<file path="config.mk">
export PLATFORM = sky130hd
export DESIGN_NAME = udp_tx_arbiter
export DESIGN_NICKNAME = d
export VERILOG_FILES = /design/src/rtl/udp_arb_pkg.sv /design/src/rtl/udp_tx_arbiter.sv
export SDC_FILE = /design/constraint.sdc
export NUM_CORES = 1
export LEC_CHECK = 0
export CORE_MARGIN = 2
export CORE_UTILIZATION = 40
export CTS_CLUSTER_SIZE = 28
export DETAILED_ROUTE_END_ITERATION = 6
export PLACE_DENSITY = 0.67
export SKIP_CTS_REPAIR_TIMING = 1
export SYNTH_ARGS = -nofsm -noshare
export SYNTH_HDL_FRONTEND = slang
export SYNTH_SLANG_ARGS = --single-unit
</file>
<file path="constraint.sdc">
create_clock -name sys_clk -period 3.8 [get_ports sys_clk]
set_input_delay 1.14 -clock sys_clk [delete_from_list [all_inputs] [get_ports sys_clk]]
set_output_delay 1.14 -clock sys_clk [all_outputs]
set_load 0.01 [all_outputs]
</file>
<file path="src/rtl/udp_arb_pkg.sv">
// Shared definitions for the UDP TX frame arbiter: FSM state encoding and source ids.
package udp_arb_pkg;

  typedef enum logic [1:0] {
    ST_IDLE = 2'd0,
    ST_REQ  = 2'd1,
    ST_XFER = 2'd2,
    ST_GAP  = 2'd3
  } arb_state_t;

  localparam logic SRC_IMG = 1'b0;
  localparam logic SRC_CMD = 1'b1;

endpackage

</file>
<file path="src/rtl/udp_tx_arbiter.sv">
// Frame-locked arbiter sharing one UDP TX application port between an image streamer (s0) and a
// command sender (s1). Optional no-progress watchdog is enabled by defining UDP_ARB_TIMEOUT_EN.
module udp_tx_arbiter
  import udp_arb_pkg::*;
#(
  parameter int IFG_CYCLES  = 16,
  parameter int TIMEOUT_CYC = 4096,
  parameter int HI_PRIO_SRC = 1
) (
  input  logic        sys_clk,
  input  logic        rst_n,
  input  logic        s0_tx_req,
  input  logic [15:0] s0_tx_length,
  input  logic        s0_tx_valid,
  input  logic [7:0]  s0_tx_data,
  output logic        s0_grant,
  output logic        s0_tx_ack,
  output logic        s0_done,
  input  logic        s1_tx_req,
  input  logic [15:0] s1_tx_length,
  input  logic        s1_tx_valid,
  input  logic [7:0]  s1_tx_data,
  output logic        s1_grant,
  output logic        s1_tx_ack,
  output logic        s1_done,
  input  logic        udp_tx_ready,
  input  logic        app_tx_ack,
  output logic        app_tx_data_request,
  output logic        app_tx_data_valid,
  output logic [7:0]  app_tx_data,
  output logic [15:0] udp_data_length,
  output logic        arb_busy,
  output logic        arb_abort
);

`ifdef UDP_ARB_TIMEOUT_EN
  localparam logic WD_EN = 1'b1;
`else
  localparam logic WD_EN = 1'b0;
`endif

  localparam int   GAP_W  = $clog2(IFG_CYCLES + 1);
  localparam int   WD_W   = $clog2(TIMEOUT_CYC + 1);
  localparam logic HI_SRC = (HI_PRIO_SRC != 0) ? 1'b1 : 1'b0;

  arb_state_t        state;
  logic              src;
  logic              last_src;
  logic [15:0]       byte_cnt;
  logic [GAP_W-1:0]  gap_cnt;
  logic [WD_W-1:0]   wd_cnt;

  logic s0_ok, s1_ok, win;
  logic sel_req, sel_valid;
  logic [7:0] sel_data;
  logic in_frame, wd_kick, wd_fire, last_beat;

  // Source selection and payload mux; the ungranted source never reaches the UDP port
  assign sel_req   = src ? s1_tx_req   : s0_tx_req;
  assign sel_valid = src ? s1_tx_valid : s0_tx_valid;
  assign sel_data  = src ? s1_tx_data  : s0_tx_data;

  assign s0_ok = s0_tx_req && (s0_tx_length != 16'd0);
  assign s1_ok = s1_tx_req && (s1_tx_length != 16'd0);
  // Contested: high-priority source wins unless it took the previous grant
  assign win   = (s0_ok && s1_ok) ? ((last_src == HI_SRC) ? ~HI_SRC : HI_SRC) : s1_ok;

  assign in_frame  = (state == ST_REQ) || (state == ST_XFER);
  assign wd_kick   = !in_frame || ((state == ST_REQ) && app_tx_ack) ||
                     ((state == ST_XFER) && sel_valid);
  assign wd_fire   = WD_EN && !wd_kick && (wd_cnt == WD_W'(TIMEOUT_CYC - 1));
  assign last_beat = sel_valid && ((byte_cnt + 16'd1) == udp_data_length);

  assign app_tx_data_request = (state == ST_REQ) && udp_tx_ready;
  assign s0_tx_ack           = (state == ST_REQ) && (src == SRC_IMG) && sel_req && app_tx_ack;
  assign s1_tx_ack           = (state == ST_REQ) && (src == SRC_CMD) && sel_req && app_tx_ack;
  assign app_tx_data_valid   = (state == ST_XFER) && sel_valid;
  assign app_tx_data         = (state == ST_XFER) ? sel_data : 8'h00;
  assign arb_busy            = (state != ST_IDLE);

  always_ff @(posedge sys_clk) begin
    if (!rst_n) begin
      state           <= ST_IDLE;
      src             <= SRC_IMG;
      last_src        <= SRC_IMG;
      byte_cnt        <= '0;
      gap_cnt         <= '0;
      wd_cnt          <= '0;
      udp_data_length <= '0;
      s0_grant        <= 1'b0;
      s1_grant        <= 1'b0;
      s0_done         <= 1'b0;
      s1_done         <= 1'b0;
      arb_abort       <= 1'b0;
    end else begin
      s0_done   <= 1'b0;
      s1_done   <= 1'b0;
      arb_abort <= 1'b0;
      wd_cnt    <= wd_kick ? '0 : wd_cnt + 1'b1;

      case (state)
        ST_IDLE: begin
          byte_cnt <= '0;
          gap_cnt  <= '0;
          // Zero-length requests are acknowledged with done only, never granted
          if (s0_tx_req && (s0_tx_length == 16'd0) && !s0_done) s0_done <= 1'b1;
          if (s1_tx_req && (s1_tx_length == 16'd0) && !s1_done) s1_done <= 1'b1;
          if (s0_ok || s1_ok) begin
            state           <= ST_REQ;
            src             <= win;
            last_src        <= win;
            udp_data_length <= win ? s1_tx_length : s0_tx_length;
            s0_grant        <= ~win;
            s1_grant        <= win;
          end
        end

        ST_REQ: begin
          if (!sel_req) begin
            state    <= ST_IDLE;
            s0_grant <= 1'b0;
            s1_grant <= 1'b0;
          end else if (app_tx_ack) begin
            state    <= ST_XFER;
            byte_cnt <= '0;
          end else if (wd_fire) begin
            state     <= ST_GAP;
            arb_abort <= 1'b1;
            s0_done   <= ~src;
            s1_done   <= src;
            s0_grant  <= 1'b0;
            s1_grant  <= 1'b0;
          end
        end

        ST_XFER: begin
          if (last_beat || wd_fire) begin
            state     <= ST_GAP;
            arb_abort <= wd_fire;
            s0_done   <= ~src;
            s1_done   <= src;
            s0_grant  <= 1'b0;
            s1_grant  <= 1'b0;
          end else if (sel_valid) begin
            byte_cnt <= byte_cnt + 16'd1;
          end
        end

        ST_GAP: begin
          if (gap_cnt == GAP_W'(IFG_CYCLES - 1)) begin
            state   <= ST_IDLE;
            gap_cnt <= '0;
          end else begin
            gap_cnt <= gap_cnt + 1'b1;
          end
        end

        default: state <= ST_IDLE;
      endcase
    end
  end

endmodule

</file>
==> reports/metrics.json, run 1 <==
{
  "dr.pass1.iters": 5,
  "die_width_um": 97.9,
  "critical_path.startpoint_type": "primary input",
  "layout.cells.most_common_list": "clkdlybuf4s50_1, dfxtp_1, nor2_1",
  "cts_root_buf": "clkbuf_8",
  "antenna-diode-count": 0,
  "final.fill_count": 800,
  "grt_pass1_vias": 3823,
  "ant_nets": 0,
  "cts.path.max_buffers": 2,
  "final_common_cell": "clkdlybuf4s50_1",
  "holdWs_ns": 0.460,
  "rr_worst_depth": 7,
  "via_per_inst": 6.03,
  "synth_edf_count": 0,
  "synth_area_per_cell_sq_um": 7.85,
  "number_of_buffers_inserted_by_port_buffering": 88,
  "syn_to_final_growth_pct": 29.7,
  "hold_path_startpoint": "gap_cnt[4]",
  "global_route.overflow_total": 0,
  "timing.final.hold_violations": 0,
  "minimum_setup_slack_among_reg_to_reg_paths_ns": 0.53,
  "route.vias.total": 3799,
  "power_leakage_nw": 1.64,
  "ys.flop_type": "dfxtp_1",
  "result_of_the_run": "completed",
  "irDropWorstVdd_mv": 0.150,
  "die_y_um": 97.9,
  "routed_wirelength_um": 11300,
  "pre_cts_slack_ns": 0.140,
  "grt_antenna_before_repair": 0,
  "clock_latency_ns": 0.31,
  "worstHoldPathType": "reg2reg",
  "synth_nets": 511,
  "half_perimeter_wire_length_of_the_detailed_placement_result_um": 8790,
  "syn_inst": 449,
  "total_of_flip_flops_plus_latches_after_synthesis": 44,
  "finalSetupViolations": 0,
  "drt_first_iter_violations": 206,
  "htreeDepth": 2,
  "synth.distinct_cells": 66,
  "grt_pass1_wl_um": 18400,
  "worst-endpoint-required_ns": 2.66,
  "cap_violations": 0,
  "crit-reg2reg-launch": "byte_cnt[2]",
  "dpl.cell_count": 622,
  "yosys_warnings": 0,
  "clkTransAtPathRegs_ns": 0.10,
  "power_density_mw_per_mm2": 308,
  "async_flop_share": 0,
  "coreArea_sq_mm": 0.00864,
  "crit_path_end_kind": "output port",
  "crit_type": "in2out",
  "row_count": 34,
  "cts_bufs_inserted": 5,
  "boundaryPins": 90,
  "gp_congestion": 0.860,
  "post_route_cells_drive_above_1_share": 0.0824,
  "start_util": 0.408,
  "max_slew.worst_pin.slew_ns": 0.729,
  "hold_path_end": "gap_cnt[4]",
  "synth_area_sq_mm": 0.00352,
  "detail_route.drc_violations": 0,
  "hold_depth": 2,
  "finalWorstSetupSlack_ns": 0.141,
  "finalNetCount": 583,
  "numClockSinks": 44,
  "crit_path_max_fanout": 3,
  "synth_top_cell_area_share": 0.250,
  "setup_tns_ns": 0,
  "final_core_utilization": 0.529,
  "tritoncts": "built",
  "max-slew-margin-rel": 0.514,
  "final.period_utilization": 0.963,
  "synth_top_cells_by_area": "dfxtp_1, mux2i_1, nor2_1",
  "grt_start_max_net_pins": 29,
  "post-synth-top-area-cell": "dfxtp_1",
  "slew_viol_final": 0,
  "rsz0062_at_grt": "false",
  "synth_sequential_area_ratio": 0.250,
  "wl_per_cell_um": 17.9,
  "layout.cells.non_filler": 630,
  "regToRegEndpoint": "s1_grant",
  "dieArea_sq_mm": 0.00958,
  "clock.fmax_ghz": 0.273,
  "finalWorstPathRequiredPeriod_ns": 3.66,
  "crit_arrival_ns": 2.52,
  "skew_ns": 0.00590,
  "groute.usage.overall": 0.236
}
[cell type report]
cell class	count	area, sq um	area share
repair buffers	104	1000	0.219
clock inverters	3	23.8	0.00520
multi-input cells	350	2400	0.525
flip-flops and latches	44	881	0.193
well taps	108	135	0.0296
inverters	16	60.1	0.0131
clock buffers	5	68.8	0.0151
[cell families after synthesis]
kind of cell             after synthesis  synth area share
buffers and inverters                 55            0.0706
AND/OR/NAND/NOR                      189             0.302
other                                  1           0.00106
XOR/XNOR                              19            0.0515
AO/OA/AOI/OAI                        105             0.214
flip-flops                            44             0.250
adder cells (fa/ha/maj)                6            0.0213
multiplexers                          30            0.0887
[metal layers]
metal,up-vias,wire length [um],track usage
li1,1840,-,-
met1,1796,4860,0.295
met2,138,5480,0.407
met3,25,629,0.0344
met4,0,304,0.0940
met5,-,0,0
[flip-flops by register name (all words and copies together) (netlist names), named ones only]
name	flops
gap_cnt	5
s1_done	1
s0_done	1
udp_data_length	16
s1_grant	1
state	1
s0_grant	1
last_src	1
byte_cnt	16
[worst max path at each step]
| stage | from | end | slack, ns | cells after the start |
|---|---|---|---|---|
| 4_1_cts | s1_tx_valid | app_tx_data_valid | 0.14 | 5 |
| 3_3_place_gp | s1_tx_valid | app_tx_data_valid | 0.16 | 5 |
| 2_1_floorplan | s0_tx_length[11] | udp_data_length[10] | 0.64 | 7 |
| 5_1_grt | s1_tx_valid | app_tx_data_valid | 0.07 | 5 |
| 6_report | s1_tx_valid | app_tx_data_valid | 0.14 | 5 |
| 3_5_place_dp | s1_tx_valid | app_tx_data_valid | 0.14 | 5 |
[power by group]
group | switching (mW) | internal (mW) | total (mW)
Clock | 0.187 | 0.131 | 0.317
Sequential | 0.0419 | 0.498 | 0.540
Combinational | 0.285 | 0.266 | 0.551
[cell usage after synthesis, types with 3 or more instances]
library cell	count
inv_1	16
nor2_1	41
and3_1	4
xnor2_1	10
a211oi_1	17
mux2i_1	26
and2_1	5
nand2_1	33
or3_1	9
dfxtp_1	44
nand4b_1	3
nand3_1	18
a21oi_1	23
a41oi_1	3
buf_1	5
a21o_1	4
or4_4	3
xor2_1	8
nor4_1	20
nand4_1	10
nor3_1	11
o22ai_1	3
clkbuf_1	21
ha_1	6
o21a_1	4
o32ai_1	3
buf_4	3
a31oi_1	8
and4_1	3
nand2b_1	6
buf_6	3
or4_1	8
o211ai_1	6
buf_2	7
a311oi_1	3
o21ai_0	10
nor3b_1	3
[stage by stage]
step | cell area (sq um) | total power, mW
after global routing | 4570 | 1.49
final | 4570 | 1.41
after CTS | 4570 | 1.42
after floorplan | 3520 | 0.854
after detailed placement | 4480 | 1.10
after global placement | 4480 | 1.09
[critical path, cell delays in order]
cell	delay [ns]
clkdlybuf4s50_1	0.45
nand2_1	0.08
and2_1	0.20
nor2_1	0.09
clkdlybuf4s50_1	0.56
Note: power is estimated with default switching activity, not from simulation.
==> run 2: changes to the inputs <==
- clock period: 3.8 -> 4.31 ns (I/O delays scaled with it)
==> run 2 against run 1 <==
Effect of this change:
- global-route usage shrank 0.083 points
- sequential share of layout area grew 0.14 points
- critical path depth is the same
- largest cell class unchanged
- highest routed layer unchanged
==> reports/metrics.json, run 2 (synthesis gave the netlist of run 1 again) <==
{
  "place_area_sq_mm": 0.00444,
  "irDropWorstVdd_mv": 0.144,
  "start_util": 0.408,
  "crit_type": "in2out",
  "layout.cells.most_common_list": "clkdlybuf4s50_1, dfxtp_1, nor2_1",
  "finalWorstPathRequiredPeriod_ns": 3.99,
  "clkTransAtPathRegs_ns": 0.08,
  "clock_latency_ns": 0.31,
  "number_of_buffers_inserted_by_port_buffering": 88,
  "ant_nets": 0,
  "finalSetupViolations": 0,
  "tritoncts": "built",
  "skew_ns": 0.0129,
  "crit_arrival_ns": 2.69,
  "multi_input_comb_area_sq_mm": 0.00240,
  "die_y_um": 97.9,
  "detail_route.drc_violations": 0,
  "rsz0062_at_grt": "false",
  "result_of_the_run": "completed",
  "dr.pass1.iters": 4,
  "syn_to_final_growth_pct": 28.7,
  "routed_wirelength_um": 11100,
  "slew_viol_final": 0,
  "layout.cell_area.non_filler_sq_mm": 0.00454,
  "cts.path.max_buffers": 2,
  "htreeDepth": 2,
  "die_width_um": 97.9,
  "grt_start_max_net_pins": 34,
  "antenna-diode-count": 0,
  "dieArea_sq_mm": 0.00958,
  "cts_root_buf": "clkbuf_8",
  "wl_per_cell_um": 17.8,
  "max-slew-margin-rel": 0.534,
  "timing.final.hold_violations": 0,
  "worst-endpoint-required_ns": 3.02,
  "groute.usage.overall": 0.235,
  "final.fill_count": 847,
  "cts_bufs_inserted": 5,
  "crit_path_end_kind": "output port",
  "grt_pass1_vias": 3698,
  "half_perimeter_wire_length_of_the_detailed_placement_result_um": 8630,
  "gp_congestion": 0.848,
  "finalNetCount": 578,
  "via_per_inst": 5.97,
  "clock.fmax_ghz": 0.251,
  "numClockSinks": 44,
  "post_route_cells_drive_above_1_share": 0.0717,
  "largestRegisters": "byte_cnt x16, udp_data_length x16, gap_cnt x5",
  "final_common_cell": "clkdlybuf4s50_1",
  "drt_first_iter_violations": 178,
  "ff_latch_area_sq_um": 881,
  "cap_violations": 0,
  "pre_cts_slack_ns": 0.329,
  "route.vias.total": 3726,
  "power_leakage_nw": 1.62,
  "power_density_mw_per_mm2": 275,
  "max_slew.worst_pin.slew_ns": 0.698,
  "global_route.overflow_total": 0,
  "grt_pass1_wl_um": 18400,
  "final_core_utilization": 0.525,
  "worstHoldPathType": "reg2reg",
  "final.period_utilization": 0.925,
  "finalWorstSetupSlack_ns": 0.323,
  "row_count": 34,
  "critical_path.startpoint_type": "primary input",
  "setup_tns_ns": 0,
  "grt_antenna_before_repair": 0,
  "boundaryPins": 90,
  "crit_path_max_fanout": 3,
  "coreArea_sq_mm": 0.00864
}
run 2: final timing paths:
path                     from                end  slack (ns)  cells after the start
setup reg to reg  byte_cnt[0]           s0_grant        0.96                      8
hold reg to reg    gap_cnt[4]         gap_cnt[4]        0.46                      2
setup / recovery  s1_tx_valid  app_tx_data_valid        0.32                      5
hold / removal     gap_cnt[4]         gap_cnt[4]        0.46                      2
run 2: routing by layer:
| layer | vias up | GRT usage | part of all wire |
|---|---|---|---|
| met3 | 24 | 0.0365 | 0.057 |
| met5 | - | 0 | 0 |
| li1 | 1822 | - | - |
| met2 | 119 | 0.395 | 0.49 |
| met1 | 1761 | 0.300 | 0.43 |
| met4 | 0 | 0.0972 | 0.025 |
run 2: report_power, final:
group          switching, mW  internal [mW]
Clock                  0.151          0.143
Combinational          0.242          0.228
Sequential            0.0440          0.439
Total                  0.437          0.810
run 2: stage by stage:
step	instances	hold WS, ns	total power [mW]
after detailed placement	617	0.443	0.960
after CTS	624	0.455	1.25
after global routing	624	0.475	1.31
final	624	0.457	1.25
after global placement	617	0.435	0.953
after floorplan	449	0.425	0.753
run 2: cell type report:
| cell class | count | area share |
|---|---|---|
| Tap cell | 108 | 0.0298 |
| Inverter | 16 | 0.0132 |
| Sequential cell | 44 | 0.194 |
| Multi-Input combinational cell | 350 | 0.529 |
| Clock buffer | 7 | 0.0212 |
| Timing Repair Buffer | 99 | 0.212 |
run 2: critical path, cell delays in order:
cell             delay (ns)
clkdlybuf4s50_1        0.45
nand2_1                0.08
and2_1                 0.23
nor2_1                 0.09
clkdlybuf4s50_1        0.55
